$ cat src/rtl/mux_4t1_1.sv
// 4-to-1 single-bit mux with a registered output copy and
// select-change tracking (pulse plus saturating change counter).
module mux_4t1_1 (
    input  logic       clk,
    input  logic       rst,
    input  logic       I0,
    input  logic       I1,
    input  logic       I2,
    input  logic       I3,
    input  logic [1:0] S,
    output logic       O0,
    output logic       O0_r,
    output logic       sel_chg,
    output logic [7:0] chg_cnt
);

    logic [3:0] i_vec;
    logic       o0_r_d, o0_r_q;
    logic [1:0] s_d, s_q;
    logic       sel_chg_d, sel_chg_q;
    logic [7:0] chg_cnt_d, chg_cnt_q;

    // Indexed select: an unknown S yields X in simulation.
    assign i_vec = {I3, I2, I1, I0};
    assign O0    = i_vec[S];

    always_comb begin
        o0_r_d    = O0;
        s_d       = S;
        sel_chg_d = (S != s_q);
        chg_cnt_d = chg_cnt_q;
        if (sel_chg_d && (chg_cnt_q != 8'hFF)) begin
            chg_cnt_d = chg_cnt_q + 8'd1;
        end
    end

    always_ff @(posedge clk or posedge rst) begin
        if (rst) begin
            o0_r_q    <= 1'b0;
            s_q       <= 2'b00;
            sel_chg_q <= 1'b0;
            chg_cnt_q <= 8'h00;
        end else begin
            o0_r_q    <= o0_r_d;
            s_q       <= s_d;
            sel_chg_q <= sel_chg_d;
            chg_cnt_q <= chg_cnt_d;
        end
    end

    assign O0_r    = o0_r_q;
    assign sel_chg = sel_chg_q;
    assign chg_cnt = chg_cnt_q;

endmodule

$ cat config.mk
export PLATFORM = sky130hd
export DESIGN_NAME = mux_4t1_1
export DESIGN_NICKNAME = d
export VERILOG_FILES = /design/src/rtl/mux_4t1_1.sv
export SDC_FILE = /design/constraint.sdc
export NUM_CORES = 1
export LEC_CHECK = 0
export ABC_AREA = 1
export CORE_MARGIN = 1
export CORE_UTILIZATION = 49
export CTS_CLUSTER_SIZE = 10
export DETAILED_ROUTE_END_ITERATION = 8
export PLACE_DENSITY = 0.81
export RECOVER_POWER = 100
export SYNTH_ARGS = -nofsm -noshare
export SYNTH_HDL_FRONTEND = slang
export SYNTH_SLANG_ARGS = --single-unit
$ cat constraint.sdc
create_clock -name clk -period 3.68 [get_ports clk]
set_clock_uncertainty 0.05 [all_clocks]
set_input_delay 0.368 -clock clk [delete_from_list [all_inputs] [get_ports clk]]
set_output_delay 0.368 -clock clk [all_outputs]
set_load 0.05 [all_outputs]
==> results.toml <==
[run_status]
status = "completed"

[clock_tree]
htreeDepth = 1
clock_latency_ps = 280
cts_sinks = 12
clockBufferDepth = 2
cts_hold_buf = 0
post_cts_buffers = 0
numCtsBuffers = 3
cts_resized = 0
cts-root-buf = "clkbuf_4"
cts_tree = "built"
clk_pin_slew_ps = 70

[cells_and_area]
drive_gt1_share_pct = 5.833
multi_input_area_um2 = 327.8
finish.net_count = 131
antenna_cells = 0
regArea_um2 = 300.3
fin_area_um2 = 905.9
fill_cells = 121
synthToLayoutAreaGrowth_pct = 29.52
final_common_cell = "nand2_1"
final_cell_mix = "nand2_1, inv_1, dlygate4sd3_1"

[floorplan]
num_rows = 13
dieHeight_um = 39.78
die_area_um2 = 1582
initial_core_util_pct = 53.09
coreArea_um2 = 1318
die-width_um = 39.78
io_pins = 19

[setup_path]
startpoint_type = "input port"
critPathKind = "in2out"
path_cells = "dlygate4sd3_1, inv_1, o21ai_0, o22ai_1, dlygate4sd3_1"
path_buf_inv = 3
cp_top_family = "buffers and inverters"
critPathMaxStageDelay_ps = 900
cp_data_arrival_time_ps = 2280
r2r-start = "chg_cnt[0]$_DFFE_PP0P_"
required_ps = 3260
path_depth = 5
rrSetupSlack_ps = 2140
cp_common_cell = "dlygate4sd3_1"
slowest_stage = "dlygate4sd3_1"
critPathCaptureType = "primary output"
reg2reg_depth = 7
worstPathMaxFanout = 5
r2r-end = "chg_cnt[5]$_DFFE_PP0P_"

[synthesis]
synth.cell_area_um2 = 699.4
syn_area_per_cell_um2 = 6.994
postSynthNetCount = 109
syn_inst = 100
ys_ff_latch = 12
ys_types = 16
yosysWarnings = 0
seq_area_frac_synth_pct = 42.93

[sta]
drv_slew = 0
max_slew_margin_pct = 66.58
hold_slack_ps = 472.9
tightest_slew_ps = 499.7
setup_viol = 0
period_minus_slack_ps = 2701
fmax_ghz = 0.3702
fin_crit_sh_pct = 73.41
hold_violations = 0
rsz0062_at_grt = "no"
fin_tns_setup_ps = 0

[power_and_ir_drop]
vdd_ir_drop_max_v = 0.0004310
p_leak_nw = 0.5008
powerDensity_nw_per_um2 = 653.2

[grt]
first_global_vias = 530
grt_max_degree = 13
grt_pass1_wl_um = 2318
antenna_found_initial = 0
track_usage_pct = 23.22
grt-ovfl-total = 0

[placed_design]
portBuffers = 18
post_dp_cell_area_um2 = 893.4
gp_congestion = 0.7564
hpwl_um = 1067

[route]
wirelength_um = 1520
ant_nets = 0
wl_per_cell_um = 11.26
drtIter0Drc = 21
vias = 648
drc = 0
drtPass1Iterations = 4
viasPerCell = 4.800

[flow_run]
max_cap_viol_count = 0

[hold_path]
min_path_type = "in2async"
-- power by group --
group / total [mW] / switching [mW] / internal, mW
clock: 0.0814 / 0.0434 / 0.0380
combinational: 0.289 / 0.197 / 0.0922
sequential: 0.221 / 0.0557 / 0.165
-- per-stage QoR --
stage	cells	total power [mW]	utilization (%)	setup WS, ps
after floorplan	100	0.4301	-	1983
after global placement	132	0.5196	67.81	1204
after detailed placement	132	0.5276	67.81	1162
after CTS	135	0.6089	69.52	1147
after global routing	135	0.6266	68.76	895.7
final	135	0.5917	68.76	978.6
-- synthesized netlist by cell type --
library cell	n	area share, %
ha_1	1	1.8
nor2_1	8	4.3
inv_1	14	7.5
nand2_2	2	1.8
dfrtp_1	12	43
o21ai_0	4	2.9
nand2_4	2	3.2
xor2_1	1	1.3
nand4_1	1	0.90
nor2_4	1	1.6
nand3_1	8	5.7
nand2_1	42	23
nand3_2	1	1.4
o22ai_1	1	0.90
buf_2	1	0.71
inv_2	1	0.54
-- state kept, by name (all words and copies together) (netlist names) --
| name | cells |
|---|---|
| chg_cnt | 8 |
| O0_r | 1 |
| s_q | 2 |
| sel_chg | 1 |
-- layer usage --
metal | wire, µm | GRT usage (%) | vias to the layer above
met1 | 709 | 26.74 | 283
met4 | 43 | 15.52 | 0
met5 | 0 | 0 | -
met3 | 43 | 3.409 | 6
li1 | - | - | 346
met2 | 723 | 38.93 | 13
-- how the worst max path moves through the flow --
stage	slack [ps]	from	end
floorplan	1980	S[1]	O0
global placement	1200	S[0]	O0
detailed placement	1160	S[0]	O0
CTS	1150	S[0]	O0
global route	900	S[0]	O0
finish	980	S[0]	O0
-- cell families (layout without fill, tap and decap cells) --
logic type,after synthesis,after routing,share of synthesized area (%)
compound gates,5,5,3.757
buf+inv,16,36,8.764
flops,12,12,42.93
simple gates,65,65,41.50
xor+xnor,1,1,1.252
fa+ha+maj,1,1,1.789
-- layout make-up --
| cell class | instances | area share, % |
|---|---|---|
| inverters | 15 | 6.215 |
| repair buffers | 18 | 19.89 |
| well taps | 15 | 2.072 |
| multi-input cells | 72 | 36.19 |
| clock buffers | 3 | 2.486 |
| flip-flops and latches | 12 | 33.15 |
Note: power is estimated with default switching activity, not from simulation.
